==> config.mk <==
export PLATFORM = sky130hd
export DESIGN_NAME = gate_sweep_sequencer
export DESIGN_NICKNAME = d
export VERILOG_FILES = /design/src/rtl/gate_sweep_pkg.sv /design/src/rtl/gate_sweep_timer.sv /design/src/rtl/gate_sweep_sequencer.sv
export SDC_FILE = /design/constraint.sdc
export NUM_CORES = 1
export LEC_CHECK = 0
export ABC_CLOCK_PERIOD_IN_PS = 2500
export CORE_MARGIN = 10
export CORE_UTILIZATION = 47
export CTS_BUF_LIST = sky130_fd_sc_hd__clkbuf_4 sky130_fd_sc_hd__clkbuf_8 sky130_fd_sc_hd__clkbuf_16
export DETAILED_ROUTE_END_ITERATION = 10
export PLACE_DENSITY = 0.76
export SLEW_MARGIN = 25
export SYNTH_ARGS = -nofsm -noshare
export SYNTH_HDL_FRONTEND = slang
export SYNTH_SLANG_ARGS = --single-unit
export TNS_END_PERCENT = 10
==> constraint.sdc <==
create_clock -name clk -period 2.5 [get_ports clk]
set_input_delay 0.5 -clock clk [delete_from_list [all_inputs] [get_ports clk]]
set_output_delay 0.5 -clock clk [all_outputs]
set_load 0.01 [all_outputs]
==> src/rtl/gate_sweep_pkg.sv <==
// rtl/gate_sweep_pkg.sv - shared state encoding and sizing helper for the gate sweep sequencer
//
// Purpose: holds the sweep FSM state type and the hold-counter width function
// used by the sequencer top and its settle timer.
package gate_sweep_pkg;

    typedef enum logic [1:0] {
        S_IDLE,
        S_SETTLE,
        S_SAMPLE,
        S_DONE
    } sweep_state_e;

    // Bits needed to hold the value holdCycles; never narrower than one bit.
    function automatic int holdWidth(input int holdCycles);
        return (holdCycles < 1) ? 1 : $clog2(holdCycles + 1);
    endfunction

endpackage

==> src/rtl/gate_sweep_timer.sv <==
// rtl/gate_sweep_timer.sv - loadable settle down-counter for the gate sweep sequencer
//
// Purpose: after a load, raises tick during the HOLD_CYCLES-th cycle so the
// caller can leave its settle state after exactly HOLD_CYCLES cycles.
// Ports:
//   clk    in  rising-edge clock
//   rst_n  in  asynchronous active-low reset
//   load   in  restart the count at HOLD_CYCLES
//   tick   out settle period has elapsed (one cycle wide)
module gate_sweep_timer
    import gate_sweep_pkg::*;
#(
    parameter int HOLD_CYCLES = 1
) (
    input  logic clk,
    input  logic rst_n,
    input  logic load,
    output logic tick
);

    localparam int W = holdWidth(HOLD_CYCLES);
    localparam logic [W-1:0] LOAD_VAL = W'(HOLD_CYCLES);

    logic [W-1:0] count;

    always_ff @(posedge clk or negedge rst_n) begin
        if (!rst_n) begin
            count <= '0;
        end else if (load) begin
            count <= LOAD_VAL;
        end else if (count != '0) begin
            count <= count - 1'b1;
        end
    end

    // Count reads HOLD_CYCLES in the first cycle after load, so it reads 1
    // in the last settle cycle; it parks at 0 so tick stays a single pulse.
    assign tick = (count == W'(1));

endmodule

==> src/rtl/gate_sweep_sequencer.sv <==
// rtl/gate_sweep_sequencer.sv - exhaustive input sweep and truth-table checker for a small gate DUT
//
// Purpose: on start, drives every vector 0..2**N_IN-1 onto the DUT, lets each
// settle HOLD_CYCLES cycles, compares dut_y with EXPECT[vector], and reports
// pass, mismatch count and the first failing vector.
// Ports:
//   clk, rst_n       clock, asynchronous active-low reset
//   start, abort     begin a sweep when idle / cancel a running sweep
//   vec_out          stimulus to the DUT inputs
//   dut_y            DUT output
//   busy, done       sweep in progress / one-cycle completion pulse
//   pass             last completed sweep had zero mismatches
//   err_count        mismatches in the last or current sweep
//   first_err_vec    first mismatching vector, valid when first_err_valid
module gate_sweep_sequencer
    import gate_sweep_pkg::*;
#(
    parameter int                  N_IN        = 3,
    parameter int                  HOLD_CYCLES = 1,
    parameter logic [2**N_IN-1:0]  EXPECT      = 8'h80
) (
    input  logic            clk,
    input  logic            rst_n,
    input  logic            start,
    input  logic            abort,
    output logic [N_IN-1:0] vec_out,
    input  logic            dut_y,
    output logic            busy,
    output logic            done,
    output logic            pass,
    output logic [N_IN:0]   err_count,
    output logic [N_IN-1:0] first_err_vec,
    output logic            first_err_valid
);

    sweep_state_e state;
    sweep_state_e nextState;

    // A start seen in IDLE is registered here; the sweep is initialised on the
    // following edge, which puts done 1 + 2**N_IN*(HOLD_CYCLES+1) cycles after
    // the accepting edge while every vector still gets HOLD_CYCLES+1 cycles.
    logic armed;
    logic timerLoad;
    logic tick;
    logic mismatch;
    logic lastVec;
    logic sampleCommit;

    assign mismatch     = (dut_y != EXPECT[vec_out]);
    assign lastVec      = (vec_out == {N_IN{1'b1}});
    // abort in the sample cycle discards that comparison
    assign sampleCommit = (state == S_SAMPLE) && !abort;

    gate_sweep_timer #(
        .HOLD_CYCLES(HOLD_CYCLES)
    ) holdTimer (
        .clk  (clk),
        .rst_n(rst_n),
        .load (timerLoad),
        .tick (tick)
    );

    always_ff @(posedge clk or negedge rst_n) begin
        if (!rst_n) begin
            state <= S_IDLE;
        end else begin
            state <= nextState;
        end
    end

    always_comb begin
        nextState = state;
        case (state)
            S_IDLE:   if (armed) nextState = S_SETTLE;
            S_SETTLE: begin
                if (abort)     nextState = S_IDLE;
                else if (tick) nextState = S_SAMPLE;
            end
            S_SAMPLE: begin
                if (abort)        nextState = S_IDLE;
                else if (lastVec) nextState = S_DONE;
                else              nextState = S_SETTLE;
            end
            S_DONE:   nextState = S_IDLE;
            default:  nextState = S_IDLE;
        endcase
    end

    always_comb begin
        busy      = armed || (state == S_SETTLE) || (state == S_SAMPLE);
        done      = (state == S_DONE);
        timerLoad = ((state == S_IDLE) && armed) ||
                    ((state == S_SAMPLE) && (nextState == S_SETTLE));
    end

    // Vector counter and scoreboard
    always_ff @(posedge clk or negedge rst_n) begin
        if (!rst_n) begin
            armed           <= 1'b0;
            vec_out         <= '0;
            err_count       <= '0;
            first_err_vec   <= '0;
            first_err_valid <= 1'b0;
            pass            <= 1'b0;
        end else begin
            armed <= (state == S_IDLE) && !armed && start;
            if ((state == S_IDLE) && armed) begin
                vec_out         <= '0;
                err_count       <= '0;
                first_err_valid <= 1'b0;
                pass            <= 1'b0;
            end else if (sampleCommit) begin
                if (mismatch) begin
                    err_count <= err_count + 1'b1;
                    if (!first_err_valid) begin
                        first_err_vec   <= vec_out;
                        first_err_valid <= 1'b1;
                    end
                end
                // the terminal vector is not incremented; it stays on the DUT
                if (lastVec) begin
                    pass <= !mismatch && (err_count == '0);
                end else begin
                    vec_out <= vec_out + 1'b1;
                end
            end
        end
    end

endmodule

-- Word-level counts from Yosys, hierarchy flattened
Memories as Yosys holds them, arrays and structs flattened.
Index checks and enable logic that the tools add are counted.
- flip-flop bits (word level): 16
- latch bits: 0
- RAM bits: 0
- bits in read-only memories: 8
- bits of input ports: 5
- output and inout port bits: 14
- word-level logic and storage cells: 64
- memories kept: 1
- $add $sub $neg: 3
- multipliers: 0
- div/mod/pow operators: 0
- $lt $le $gt $ge: 1
- eq/ne operators: 7
- shift-type cells: 0
- muxes and demuxes: 21
- bitwise logic cells: 2
- reductions and logical operators: 21
- memory list (memory ; words ; width ; read ports ; clocked after Yosys merged registers in ; write ports ; RTL line ; source):
    (no name shown) ; 8 ; 1 ; 1 ; 0 ; 0 ; gate_sweep_sequencer.sv:49 ; assign mismatch = (dut_y != EXPECT[vec_out]);
- operators with widths (kind ; number):
    $mux W4 ; 3
    $mux W2 ; 5
    $mux W1 ; 9
    $mux W3 ; 3
    $pmux W2 S4 ; 1
    $logic_and A1 B1 Y1 ; 6
    $reduce_and A2 Y1 ; 3
    $reduce_bool A2 Y1 ; 3
    $add A4 B1 Y4 const B ; 1
    $eq A2 B1 Y1 const B ; 2
    $eq A2 B2 Y1 const B ; 2
    $logic_not A4 Y1 ; 1
    $lt A3 B4 Y1 const B ; 1
    $reduce_and A4 Y1 ; 1
    $add A3 B1 Y3 const B ; 1
    $eq A3 B3 Y1 const B ; 1
    $logic_not A1 Y1 ; 3
    $logic_or A1 B1 Y1 ; 3
    $logic_not A2 Y1 ; 1
    $ne A2 B1 Y1 const B ; 1
    $not A1 Y1 ; 2
    $ne A1 B1 Y1 ; 1
    $sub A1 B1 Y1 const B ; 1

-- Depth between registers and ports, before layout
- depth after elaboration: 8
- gate-level depth with buffers: 5
- mapped depth without buffers: 5

-- Cells and area by module
Synthesis repeated with hierarchy kept, for this count alone.
- cells, all modules: 70
- area total of the unflattened synthesis: 799.5 µm²
- modules (own cells, without submodules) (module ; instances ; cells an instance ; area each (µm²) ; seq. area each (µm²)):
    gate_sweep_sequencer ; 1 ; 69 ; 774.5 ; 375.4
    gate_sweep_timer ; 1 ; 1 ; 25.0 ; 25.0

-- Worst setup path after synthesis
Ideal clock, no wire load.
- path type: reg2reg
- start point: register vec_out[0]
- end point: register err_count[1]
- library setup time: 0.128 ns
- arrival: 1.729 ns
- required time: 2.372 ns
- setup slack: 0.643 ns
- cell stages (with the launch flop): 6
- path buffers: 0
- period minus slack after synthesis: 1.857 ns
- cells stage by stage: dfrtp_1 -> ha_1 -> ha_1 -> xnor2_1 -> nor2_1 -> mux2_1
- word-level cells in the longest chain between the ends: 5
- RTL lines (item ; RTL line ; source):
    start: declaration ; gate_sweep_sequencer.sv:26 ; output logic [N_IN-1:0] vec_out,
    start signal: assignment ; gate_sweep_sequencer.sv:124 ; vec_out <= vec_out + 1'b1;
    $mem_v2 Z8 W1 ; n/a ;
    $mux W1 (implied by the code) ; gate_sweep_sequencer.sv:49 ;
    $ne A1 B1 Y1 ; gate_sweep_sequencer.sv:49 ;
    $reduce_bool A2 Y1 (no line) ; n/a ;
    $reduce_and A2 Y1 (no line) ; n/a ;
    end signal: assignment ; gate_sweep_sequencer.sv:114 ; err_count <= err_count + 1'b1;
    end: declaration ; gate_sweep_sequencer.sv:31 ; output logic [N_IN:0] err_count,
Every way passes these cells. The select of a mux whose other input is x is not followed.
A chain may end at the register's enable or synchronous reset.

-- Worst setup path in the final report
- start point: register state[0]
- end point: output port busy
- word-level cells in the longest chain between the ends: 3
- elaborated cells on any way between the ends: 4
- classes of those cells: eq/ne: 2; reduce/logical: 2
- RTL lines (item ; RTL line ; source):
    start: declaration ; gate_sweep_sequencer.sv:36 ; sweep_state_e state;
    start signal: assignment ; gate_sweep_sequencer.sv:67 ; state <= nextState;
    $eq A2 B1 Y1 ; gate_sweep_sequencer.sv:90 ; busy = armed || (state == S_SETTLE) || (state == S_SAMPLE);
    $logic_or A1 B1 Y1 ; gate_sweep_sequencer.sv:90 ;
    $logic_or A1 B1 Y1 * ; gate_sweep_sequencer.sv:90 ;
    end: declaration ; gate_sweep_sequencer.sv:28 ; output logic busy,
Every way passes the cells marked *; elsewhere a longest branch is shown, timed or not.

==> summary.md <==
| Metric | Value |
|---|---|
| Status | `complete, no violations` |
| Post-synth top area share | `0.5008` |
| Pleak | `0.0004599 uW` |
| Initial Util | `0.5128` |
| Final Core Density | `0.6637` |
| CTS tree | `yes` |
| Total CTS buffers | `3` |
| Drc violations | `0` |
| Crit path capture type | `output pin` |
| I/O pin count | `19` |
| Total clock sinks | `16` |
| Count of unique library cells instantiated by Yosys | `26` |
| DRT antenna net count | `0` |
| Max-cap violations | `0` |
| Peak supply drop | `0.3711 mV` |
| Final min period | `2.334 ns` |
| Final wirelength | `1580 um` |
| Setup Crit Path Kind | `flop to output pin` |
| Post-Route Skew | `0.001969 ns` |
| Sw frac | `0.2924` |
| Post-synthesis cell count | `70` |
| Dpl cells | `104` |
| Routed wire per std cell | `14.63 um` |
| Root Driver | `clkbuf_4` |
| Register share of total power | `0.488` |
| Hold WS | `0.4930 ns` |
| Max-slew violation count | `0` |
| Initial antenna violation count | `0` |
| I/O Buffers | `18` |
| Final setup vio count | `0` |
| Clk pwr share | `0.251` |
| TNS Setup | `0 ns` |
| Share of cells above drive strength 1 | `0.1196` |
| Worst slew pin tran | `0.7156 ns` |
| Ys Warns | `0` |
| Vias in the first global route | `599` |
| Part of the cycle the worst path needs | `0.9337` |
| Int Pwr | `482.0 uW` |
| Die Span X | `61.25 um` |
| # rows | `14` |
| PostCTS Resize Cnt | `0` |
| Pin count of the biggest net entering global routing | `17` |
| Maximum clock frequency | `428.4 MHz` |
| First-pass GRT wire length | `2656 um` |
| DRT Pass-1 Iters | `4` |
| Total global-route track usage | `0.09447` |
| RSZ-0062 raised after global routing | `no` |
| Fin. Hold Viols | `0` |
| Die ar. | `3751 um2` |
| WHS Path Cells | `1` |
| Total power | `681.2 uW` |
| #FFs+latches synth | `16` |
| WP data arrival | `1.83 ns` |
| Net Switching | `199.2 uW` |
| HP Class | `flop to flop` |
| Diode count | `0` |
| Cts hold-fix bufs | `0` |
| Area contributors post-synth | `dfrtp_1, ha_1, mux2_1` |
| Clock slew at reported path FFs | `0.09 ns` |
| Register-to-Register Path Depth | `5` |
| Routed vias | `588` |
| Final #Nets | `102` |
| Sequential-to-total area share from yosys stat | `0.5008` |
| Area of the core | `1559 um2` |
| Post-DP HPWL | `1197 um` |
| Die height | `61.25 um` |
| Final Wtd Congestion | `0.7576` |
| Initial DRC Count | `5` |
| Slew margin rel. | `0.5214` |
| Synth area leader | `dfrtp_1` |
| Mapped cell area | `799.5 um2` |
| Data required, critical path | `2.00 ns` |
| Grt ovf | `0` |
| Post-route insts no fill | `108` |
| Syn_area_per_cell | `11.42 um2` |
| Logic pwr share | `0.261` |
| Maximum clock path buffer count | `2` |
| Clock H-tree levels | `1` |
| Worst Path Max Fanout | `9` |
| Setup Fix Bufs, Post-CTS | `0` |
| Latest clock arrival within the worst-skew pair | `0.29 ns` |
| Vias per inst | `5.444` |
| Syn nets | `79` |
| Pwr Density | `658.3 nW/um2` |
| Critical Path Source Type | `flop` |
| Area delta synth->final | `29.42%` |
per-stage QoR:
| step | instance area [um2] | setup slack, ns |
|---|---|---|
| 2_1_floorplan | 799.5 | 0.6431 |
| 3_3_place_gp | 998.5 | 0.2629 |
| 3_5_place_dp | 998.5 | 0.2372 |
| 4_1_cts | 1035 | 0.1483 |
| 5_1_grt | 1035 | 0.06893 |
| 6_report | 1035 | 0.1657 |
cells in the mapped netlist:
cell type  instances
nand2_1            4
mux2_1             4
buf_2              1
a21oi_1            4
nor4b_1            2
xnor2_1            2
ha_1               4
or3b_2             1
or3_1              2
o21ai_0            5
and2_2             1
inv_1              3
mux2i_1            3
nor3_4             1
or4_1              1
or4bb_1            1
or3b_1             1
nor2_1             5
o31ai_1            1
o21a_1             1
nand3_1            1
a22oi_1            1
and2b_2            2
dfrtp_1           16
buf_6              1
nor3b_1            2
worst max-delay path, cell delays in order (launching register included):
cell             delay (ns)
dfrtp_1                0.48
and2b_2                0.25
or3_1                  0.33
clkdlybuf4s50_1        0.48
placed cells by master, fill, tap and decap left out, drive strengths merged:
master and n:
dfrtp 16, nand2 4, mux2i 3, nand3 1, ha 4, o31ai 1, nor3b 2, xnor2 2
a22oi 1, or4bb 1, mux2 4, o21ai 5, nor2 5, clkbuf 4, a21oi 4, nor3 1
or4 1, nor4b 2, or3 2, and2 1, buf 2, and2b 2, inv 3, clkdlybuf4s50 18
o21a 1, or3b 2
state kept, by name, indices dropped and copies added, names as in the netlist:
register and flops:
armed 1, err_count 4, first_err_valid 1, first_err_vec 3, holdTimer.tick 1, pass 1
state 2, vec_out 3
power groups by stage:
| stage | Combinational (uW) | Sequential [uW] | Clock, uW |
|---|---|---|---|
| after floorplan | 112 | 327 | 0 |
| after global placement | 178 | 339 | 0 |
| after detailed placement | 180 | 338 | 0 |
| after CTS | 180 | 333 | 175 |
| after global routing | 197 | 342 | 186 |
| final | 178 | 332 | 171 |
final cells by class:
class | instances | area [um2]
fill | 125 | 524.3
tap | 16 | 20.02
sequential | 16 | 400.4
multi-input combinational | 49 | 371.6
timing repair buffer | 20 | 195.2
inverter | 3 | 11.26
clock buffer | 4 | 36.28
worst paths after layout:
path,startpoint,endpoint,slack [ns]
worst max-delay path,state[0],busy,0.17
worst min-delay path,first_err_vec[0],first_err_vec[0],0.49
worst max register to register,vec_out[0],err_count[1],0.47
worst min register to register,first_err_vec[0],first_err_vec[0],0.49
max in group asynchronous,rst_n,armed,1.42
min in group asynchronous,rst_n,err_count[0],0.63
metal layers:
layer  vias up  part of all wire  GRT usage
met5         -                 0          0
li1        293                 -          -
met1       279              0.42     0.1046
met2        11              0.49     0.1538
met3         5             0.061    0.03086
met4         0             0.022    0.05863
logic make-up (layout without fill, tap and decap cells):
logic type | after synthesis | in the layout | synth area share
buffers and inverters | 5 | 27 | 0.03442
XOR/XNOR | 2 | 2 | 0.02191
AO/OA/AOI/OAI | 12 | 12 | 0.08451
flip-flops | 16 | 16 | 0.5008
AND/OR/NAND/NOR | 24 | 24 | 0.2019
multiplexers | 7 | 7 | 0.09389
adder cells (fa/ha/maj) | 4 | 4 | 0.06260
Note: power is estimated with default switching activity, not from simulation.
